`src/rtl/udma_i2c_cfg_sequencer.sv`:
```
// udma_i2c_cfg_sequencer
//   Cfg-bus master that programs one complete I2C uDMA transfer (rx/tx/cmd
//   channels) into the I2C register interface, polls for completion, reads
//   STATUS once and reports the outcome.
// Ports:
//   clk_i, rstn_i            clock, asynchronous active-low reset
//   start_i, abort_i         sequence start (idle only) / abort (non-idle)
//   desc_*_i                 descriptor: cmd/rx/tx start address and size
//   busy_o, done_o           sequence in progress / one-cycle end pulse
//   ack_o, al_o, err_o       STATUS bit2, bit1, error code (0 ok, 1 timeout,
//                            2 abort, 3 bad descriptor)
//   cfg_*                    valid/ready register access port to the I2C
//                            register interface (rwn=1 read)
module udma_i2c_cfg_sequencer #(
  parameter int L2_AWIDTH_NOAL = 12,
  parameter int TRANS_SIZE     = 16,
  parameter int POLL_GAP       = 8,
  parameter int POLL_MAX       = 1024
) (
  input  logic                      clk_i,
  input  logic                      rstn_i,
  input  logic                      start_i,
  input  logic                      abort_i,
  input  logic [L2_AWIDTH_NOAL-1:0] desc_cmd_saddr_i,
  input  logic [TRANS_SIZE-1:0]     desc_cmd_size_i,
  input  logic [L2_AWIDTH_NOAL-1:0] desc_rx_saddr_i,
  input  logic [TRANS_SIZE-1:0]     desc_rx_size_i,
  input  logic [L2_AWIDTH_NOAL-1:0] desc_tx_saddr_i,
  input  logic [TRANS_SIZE-1:0]     desc_tx_size_i,
  output logic                      busy_o,
  output logic                      done_o,
  output logic                      ack_o,
  output logic                      al_o,
  output logic [1:0]                err_o,
  output logic [31:0]               cfg_data_o,
  output logic [4:0]                cfg_addr_o,
  output logic                      cfg_valid_o,
  output logic                      cfg_rwn_o,
  input  logic [31:0]               cfg_data_i,
  input  logic                      cfg_ready_i
);
  localparam logic [4:0] REG_RX_SADDR  = 5'h00, REG_RX_SIZE  = 5'h01, REG_RX_CFG  = 5'h02;
  localparam logic [4:0] REG_TX_SADDR  = 5'h04, REG_TX_SIZE  = 5'h05, REG_TX_CFG  = 5'h06;
  localparam logic [4:0] REG_CMD_SADDR = 5'h08, REG_CMD_SIZE = 5'h09, REG_CMD_CFG = 5'h0A;
  localparam logic [4:0] REG_STATUS    = 5'h0C, REG_SETUP    = 5'h0D;
  localparam logic [31:0] CFG_EN = 32'h10;

  localparam int PCW = $clog2(POLL_MAX + 1);
  localparam int GCW = $clog2(POLL_GAP + 1);
  localparam logic [PCW-1:0] POLL_LAST = PCW'(POLL_MAX - 1);
  localparam logic [GCW-1:0] GAP_LAST  = GCW'(POLL_GAP - 1);

  typedef enum logic [3:0] {
    S_IDLE, S_WR, S_GAP, S_POLL_CMD, S_POLL_RX, S_RD_STATUS, S_RST1, S_RST0, S_DONE
  } state_e;

  typedef struct packed {
    logic [L2_AWIDTH_NOAL-1:0] cmd_saddr;
    logic [TRANS_SIZE-1:0]     cmd_size;
    logic [L2_AWIDTH_NOAL-1:0] rx_saddr;
    logic [TRANS_SIZE-1:0]     rx_size;
    logic [L2_AWIDTH_NOAL-1:0] tx_saddr;
    logic [TRANS_SIZE-1:0]     tx_size;
  } desc_t;

  state_e          state_q, state_d;
  desc_t           desc_q, desc_d;
  logic [3:0]      wr_idx_q, wr_idx_d;     // write slot 0..8: rx(0-2) tx(3-5) cmd(6-8)
  logic [PCW-1:0]  poll_q, poll_d;
  logic [GCW-1:0]  gap_q, gap_d;
  logic            abort_q, abort_d;       // abort seen while an access was stalled
  logic            ack_q, ack_d, al_q, al_d;
  logic [1:0]      err_q, err_d;

  logic            rx_on, tx_on, abort_hit, poll_busy;
  logic [4:0]      slot_addr;
  logic [31:0]     slot_data;
  logic [3:0]      slot_next;
  logic            unused_cfg_data;

  assign rx_on     = |desc_q.rx_size;
  assign tx_on     = |desc_q.tx_size;
  assign abort_hit = abort_q | abort_i;
  assign poll_busy = cfg_data_i[4] | cfg_data_i[5];
  assign unused_cfg_data = ^{cfg_data_i[31:6], cfg_data_i[3], cfg_data_i[0]};

  always_comb begin
    slot_addr = 5'h00;
    slot_data = 32'h0;
    unique case (wr_idx_q)
      4'd0: begin slot_addr = REG_RX_SADDR;  slot_data = 32'(desc_q.rx_saddr);  end
      4'd1: begin slot_addr = REG_RX_SIZE;   slot_data = 32'(desc_q.rx_size);   end
      4'd2: begin slot_addr = REG_RX_CFG;    slot_data = CFG_EN;                end
      4'd3: begin slot_addr = REG_TX_SADDR;  slot_data = 32'(desc_q.tx_saddr);  end
      4'd4: begin slot_addr = REG_TX_SIZE;   slot_data = 32'(desc_q.tx_size);   end
      4'd5: begin slot_addr = REG_TX_CFG;    slot_data = CFG_EN;                end
      4'd6: begin slot_addr = REG_CMD_SADDR; slot_data = 32'(desc_q.cmd_saddr); end
      4'd7: begin slot_addr = REG_CMD_SIZE;  slot_data = 32'(desc_q.cmd_size);  end
      4'd8: begin slot_addr = REG_CMD_CFG;   slot_data = CFG_EN;                end
      default: ;
    endcase
    // After the rx group, skip the tx group when tx is not programmed.
    slot_next = (wr_idx_q == 4'd2 && !tx_on) ? 4'd6 : 4'(wr_idx_q + 4'd1);
  end

  always_comb begin
    state_d  = state_q;
    desc_d   = desc_q;
    wr_idx_d = wr_idx_q;
    poll_d   = poll_q;
    gap_d    = gap_q;
    abort_d  = abort_q;
    ack_d    = ack_q;
    al_d     = al_q;
    err_d    = err_q;
    cfg_valid_o = 1'b0;
    cfg_rwn_o   = 1'b0;
    cfg_addr_o  = 5'h00;
    cfg_data_o  = 32'h0;

    unique case (state_q)
      S_IDLE: if (start_i) begin
        desc_d  = '{desc_cmd_saddr_i, desc_cmd_size_i, desc_rx_saddr_i,
                    desc_rx_size_i, desc_tx_saddr_i, desc_tx_size_i};
        ack_d   = 1'b0;
        al_d    = 1'b0;
        err_d   = 2'd0;
        poll_d  = '0;
        abort_d = 1'b0;
        wr_idx_d = (|desc_rx_size_i) ? 4'd0 : (|desc_tx_size_i) ? 4'd3 : 4'd6;
        if (desc_cmd_size_i == '0) begin
          err_d   = 2'd3;
          state_d = S_DONE;
        end else begin
          state_d = S_WR;
        end
      end
      S_WR: begin
        cfg_valid_o = 1'b1;
        cfg_addr_o  = slot_addr;
        cfg_data_o  = slot_data;
        if (abort_i) abort_d = 1'b1;
        if (cfg_ready_i) begin
          if (abort_hit) begin
            err_d = 2'd2; state_d = S_RST1;
          end else if (wr_idx_q == 4'd8) begin
            gap_d = '0; state_d = S_GAP;
          end else begin
            wr_idx_d = slot_next;
          end
        end
      end
      S_GAP: begin
        if (abort_hit) begin
          err_d = 2'd2; state_d = S_RST1;
        end else if (gap_q == GAP_LAST) begin
          state_d = S_POLL_CMD;
        end else begin
          gap_d = gap_q + 1'b1;
        end
      end
      S_POLL_CMD, S_POLL_RX: begin
        cfg_valid_o = 1'b1;
        cfg_rwn_o   = 1'b1;
        cfg_addr_o  = (state_q == S_POLL_CMD) ? REG_CMD_CFG : REG_RX_CFG;
        if (abort_i) abort_d = 1'b1;
        if (cfg_ready_i) begin
          // Abort outranks a timeout that lands in the same cycle.
          if (abort_hit) begin
            err_d = 2'd2; state_d = S_RST1;
          end else if (poll_busy) begin
            if (poll_q == POLL_LAST) begin
              err_d = 2'd1; state_d = S_RST1;
            end else begin
              poll_d = poll_q + 1'b1;
              gap_d  = '0;
              state_d = S_GAP;
            end
          end else if (state_q == S_POLL_CMD && rx_on) begin
            state_d = S_POLL_RX;
          end else begin
            state_d = S_RD_STATUS;
          end
        end
      end
      S_RD_STATUS: begin
        cfg_valid_o = 1'b1;
        cfg_rwn_o   = 1'b1;
        cfg_addr_o  = REG_STATUS;
        if (abort_i) abort_d = 1'b1;
        if (cfg_ready_i) begin
          ack_d = cfg_data_i[2];
          al_d  = cfg_data_i[1];
          if (abort_hit) begin
            err_d = 2'd2; state_d = S_RST1;
          end else begin
            state_d = S_DONE;
          end
        end
      end
      S_RST1: begin
        cfg_valid_o = 1'b1;
        cfg_addr_o  = REG_SETUP;
        cfg_data_o  = 32'h1;
        if (cfg_ready_i) state_d = S_RST0;
      end
      S_RST0: begin
        cfg_valid_o = 1'b1;
        cfg_addr_o  = REG_SETUP;
        cfg_data_o  = 32'h0;
        if (cfg_ready_i) state_d = S_DONE;
      end
      S_DONE:  state_d = S_IDLE;
      default: state_d = S_IDLE;
    endcase
  end

  always_ff @(posedge clk_i or negedge rstn_i) begin
    if (!rstn_i) begin
      state_q  <= S_IDLE;
      desc_q   <= '0;
      wr_idx_q <= '0;
      poll_q   <= '0;
      gap_q    <= '0;
      abort_q  <= 1'b0;
      ack_q    <= 1'b0;
      al_q     <= 1'b0;
      err_q    <= 2'd0;
    end else begin
      state_q  <= state_d;
      desc_q   <= desc_d;
      wr_idx_q <= wr_idx_d;
      poll_q   <= poll_d;
      gap_q    <= gap_d;
      abort_q  <= abort_d;
      ack_q    <= ack_d;
      al_q     <= al_d;
      err_q    <= err_d;
    end
  end

  assign busy_o = (state_q != S_IDLE);
  assign done_o = (state_q == S_DONE);
  assign ack_o  = ack_q;
  assign al_o   = al_q;
  assign err_o  = err_q;
endmodule

```
`config.mk`:
```
export PLATFORM = sky130hd
export DESIGN_NAME = udma_i2c_cfg_sequencer
export DESIGN_NICKNAME = d
export VERILOG_FILES = /design/src/rtl/udma_i2c_cfg_sequencer.sv
export SDC_FILE = /design/constraint.sdc
export NUM_CORES = 1
export LEC_CHECK = 0
export CAP_MARGIN = 10
export CORE_MARGIN = 1.5
export CORE_UTILIZATION = 25
export DETAILED_ROUTE_END_ITERATION = 7
export GPL_TIMING_DRIVEN = 0
export PLACE_DENSITY = 0.58
export REMOVE_ABC_BUFFERS = 1
export SLEW_MARGIN = 20
export SYNTH_ARGS = -nofsm -noshare
export SYNTH_HDL_FRONTEND = slang
export SYNTH_SLANG_ARGS = --single-unit
```
`constraint.sdc`:
```
create_clock -name clk_i -period 2.7 [get_ports clk_i]
set_input_delay 0.405 -clock clk_i [delete_from_list [all_inputs] [get_ports clk_i]]
set_output_delay 0.405 -clock clk_i [all_outputs]
set_load 0.01 [all_outputs]
```
==> results of run 1 <==
## metal layers
metal | track usage | share of wire | wire [microns]
met3 | 0.0328 | 0.058 | 1220
met1 | 0.226 | 0.45 | 9530
met4 | 0.0309 | 0.013 | 277
met5 | 0 | 0 | 0
met2 | 0.276 | 0.48 | 10000
## registers in the layout, summed over array words and instances (netlist names)
name,count
poll_q,11
wr_idx_q,4
abort_q,1
err_o,2
desc_q,84
state_q,4
al_o,1
ack_o,1
gap_q,4
## worst max-delay path, stage by stage (launching register included)
cell and delay [ns]:
dfrtp_2 0.44, buf_4 0.15, ha_4 0.20, buf_4 0.16
a22o_1 0.21, a222oi_1 0.42, a21oi_2 0.13, buf_2 0.17
## metrics by stage
stage	power, mW	cells	utilization	hold slack, ns
floorplan	4.88	702	-	0.109
global placement	6.12	1146	0.309	0.458
detailed placement	6.23	1151	0.314	0.371
CTS	8.31	1206	0.347	0.483
global route	9.03	1212	0.350	0.487
finish	8.41	1212	0.350	0.475
## kinds of logic (layout without fill, tap and decap cells)
family	after synthesis	after routing	share of synthesized area
adders and majority gates	6	6	0.0123
and+or+nand+nor	425	425	0.306
buffers and inverters	71	192	0.0566
AOI/OAI and AO/OA	121	122	0.142
muxes	14	14	0.0239
DFF	112	112	0.458
other	1	17	0.000613
## synthesized netlist by cell type, drive strengths merged, types with 5 or more instances
library cell	count
a211oi	7
a21oi	30
a222oi	8
a22oi	8
a32oi	8
and3	5
buf	23
clkbuf	41
dfrtp	112
ha	6
inv	7
mux2	5
mux2i	9
nand2	285
nand2b	10
nand3	13
nand3b	7
nand4	5
nor2	34
nor3	9
nor3b	5
nor4	22
o21ai	17
or2	5
or3	9
## worst max-delay path by stage
stage | start | endpoint | slack, ns
global route | wr_idx_q[0] | cfg_addr_o[3] | -0.03
CTS | wr_idx_q[0] | cfg_data_o[11] | -0.006
detailed placement | wr_idx_q[2] | cfg_addr_o[3] | -0.98
global placement | rstn_i | desc_q[17] | -3.45
floorplan | state_q[3] | ack_o | -0.54
finish | wr_idx_q[0] | cfg_data_o[2] | 0.06
## placed cells by master (no fill, tap or decap), types with 6 or more instances in the layout
cell type	netlist	routed
a21oi_1	30	23
a21oi_2	0	7
a222oi_1	8	8
a22oi_1	8	8
a32oi_1	8	6
buf_4	17	41
clkbuf_16	0	9
clkdlybuf4s50_1	0	99
conb_1	1	17
dfrtp_1	112	104
dlygate4sd2_1	0	13
mux2i_1	9	9
nand2_1	285	284
nand2b_1	10	10
nand3_1	13	13
nand3b_1	7	7
nor2_1	34	33
nor3_1	9	7
nor4_1	21	21
o21ai_0	15	15
or3_1	9	9
## report_power, final
group | switching (mW) | internal [mW] | leakage [nW] | total (mW)
logic | 2.20 | 1.78 | 2.17 | 3.98
registers | 0.633 | 2.38 | 1.42 | 3.02
clock network | 0.659 | 0.752 | 0.151 | 1.41
## area by class of cell
class                   count  area [sq um]  share of cell area
well taps                 324           405              0.0479
inverters                   7          26.3             0.00311
multi-input cells         584          3290               0.389
clock buffers              10           239              0.0283
flip-flops and latches    112          2830               0.334
clock inverters             5          63.8             0.00755
repair buffers            170          1600               0.190
## repair_timing
| item | in CTS | in global routing |
|---|---|---|
| pin swaps | 13 | 6 |
| gates resized for setup | 79 | 17 |
| endpoints found under the setup margin | 29 | 16 |
| hold endpoints to repair | 42 | 0 |
| hold buffers | 1 | 0 |
| buffers inserted | 38 | 6 |
| gates cloned | 1 | 0 |
==> key figures, run 1 <==
Run status
  – Status: complete, no violations

Floorplan
  – Row cnt: 57
  – Die area: 25400 sq um
  – I/O pins: 166
  – Core Footprint: 24200 sq um
  – Die Width: 159 microns
  – Starting density of the core: 0.253
  – Die H: roughly 160 microns

GRT
  – Overall routing resource usage: 0.166
  – Initial antenna violation count: 0
  – Global-route wire length before repair: between 30000 and 40000 microns
  – Number of global-route vias before repair: 5868
  – Global route overflow: 0
  – Largest net degree at the start of global routing: 71

Yosys
  – Seq/Total Area, Yosys: 0.458
  – Mapped Avg Cell Area: slightly above 8 sq um
  – Post-synth EDFFs: 0
  – Top cell type by total area after synthesis: dfrtp_1
  – Ys Warns: 0
  – Async SR Flop Fraction: 1.00
  – Netlist cell types: 58
  – Post-synth design cell area: slightly above 6000 sq um
  – Top FF cell, synth: dfrtp_1
  – Top cells by area, synth: dfrtp_1 46%, nand2_1 17%, clkbuf_1 2.5%, a21oi_1 2.5%, nor4_1 2.1%
  – #FFs+latches synth: 112
  – Area share of the largest cell type after synthesis: 0.458
  – Post-Synthesis Cells: 750

STA
  – Fin crit share: 0.977
  – Final Skew: 0.00869 ns
  – Final Hold Viols: 0
  – Slew HR: 0.530
  – Setup_tns: 0 ns
  – Worst Tran Pin Value: 0.703 ns
  – Final setup fails: 0
  – Minimum clock period after layout: 2.64 ns
  – Max-slew violations: 0
  – RSZ-0062 raised after global routing: true
  – Final WS setup: 0.0610 ns
  – Achievable Freq: 379 MHz

Worst setup path
  – Data arrival, critical path: 2.23 ns
  – Worst reg2reg endpoint: poll_q[7]
  – FF-to-FF path depth: 6
  – Worst setup SP type: flip-flop
  – WS Path Type: reg2out
  – Critical path required time: 2.30 ns
  – CP endpoint kind: primary output
  – CP max FO: 10
  – Worst reg2reg setup slack: 0.19 ns
  – Worst reg2reg path startpoint: state_q[2]

Clocking
  – Clock Pin Slew Worst Setup and Hold Paths: about 0.080 ns
  – Clock Sinks: 112
  – Clock tree buffer depth: 2
  – CTS tree: done
  – CTS H-tree depth: 3
  – Worst-Skew Late Latency: about 0.36 ns
  – CTS Buf Count: 9
  – Clock root cell: clkbuf_16

Placement
  – Dpl ws: -0.976 ns
  – HPWL after DPL: between 10000 and 15000 microns
  – Placer Congestion: 0.818
  – Dpl cell area: about 7600 sq um
  – # port buffers: 120

Hold path
  – Hold WC Path Type: reg2reg
  – Worst hold path endpoint: desc_q[57]
  – Hold depth: 2
  – Hold Crit Start: desc_q[57]

Detailed routing
  – Antenna-violating nets left: 0
  – Via density: 4.85
  – Vias post-DR: 5878
  – Post-route DRC: 0
  – Initial DRC count: 431
  – DRT Wirelength: 21000 microns
  – Pre-antenna DRT Iters: 6
  – Mean routed wirelength per cell: 17.4 microns

Final layout
  – Layout Cell Area excl Fill: 8460 sq um
  – Layout area overhead: 38.2%
  – ANT cells: 0
  – Final net count: 1011
  – Layout cells sized above 1: 0.145
  – Fill count: 2528

Power and ir drop
  – Power Dens Cells: 994 nW/um^2
  – Static leakage: 3.74 nW
  – Worst vdd ir: 0.000392 V

Flow run
  – Max-cap viol count: 0
Note: power is estimated with default switching activity, not from simulation.
==> run 2, diff against run 1 <==
Settings changed: CAP_MARGIN 10 to 5, CTS_CLUSTER_DIAMETER from default to 40.
==> results of run 2 <==
Final layout, timing and power as in run 1 (identical DEF).
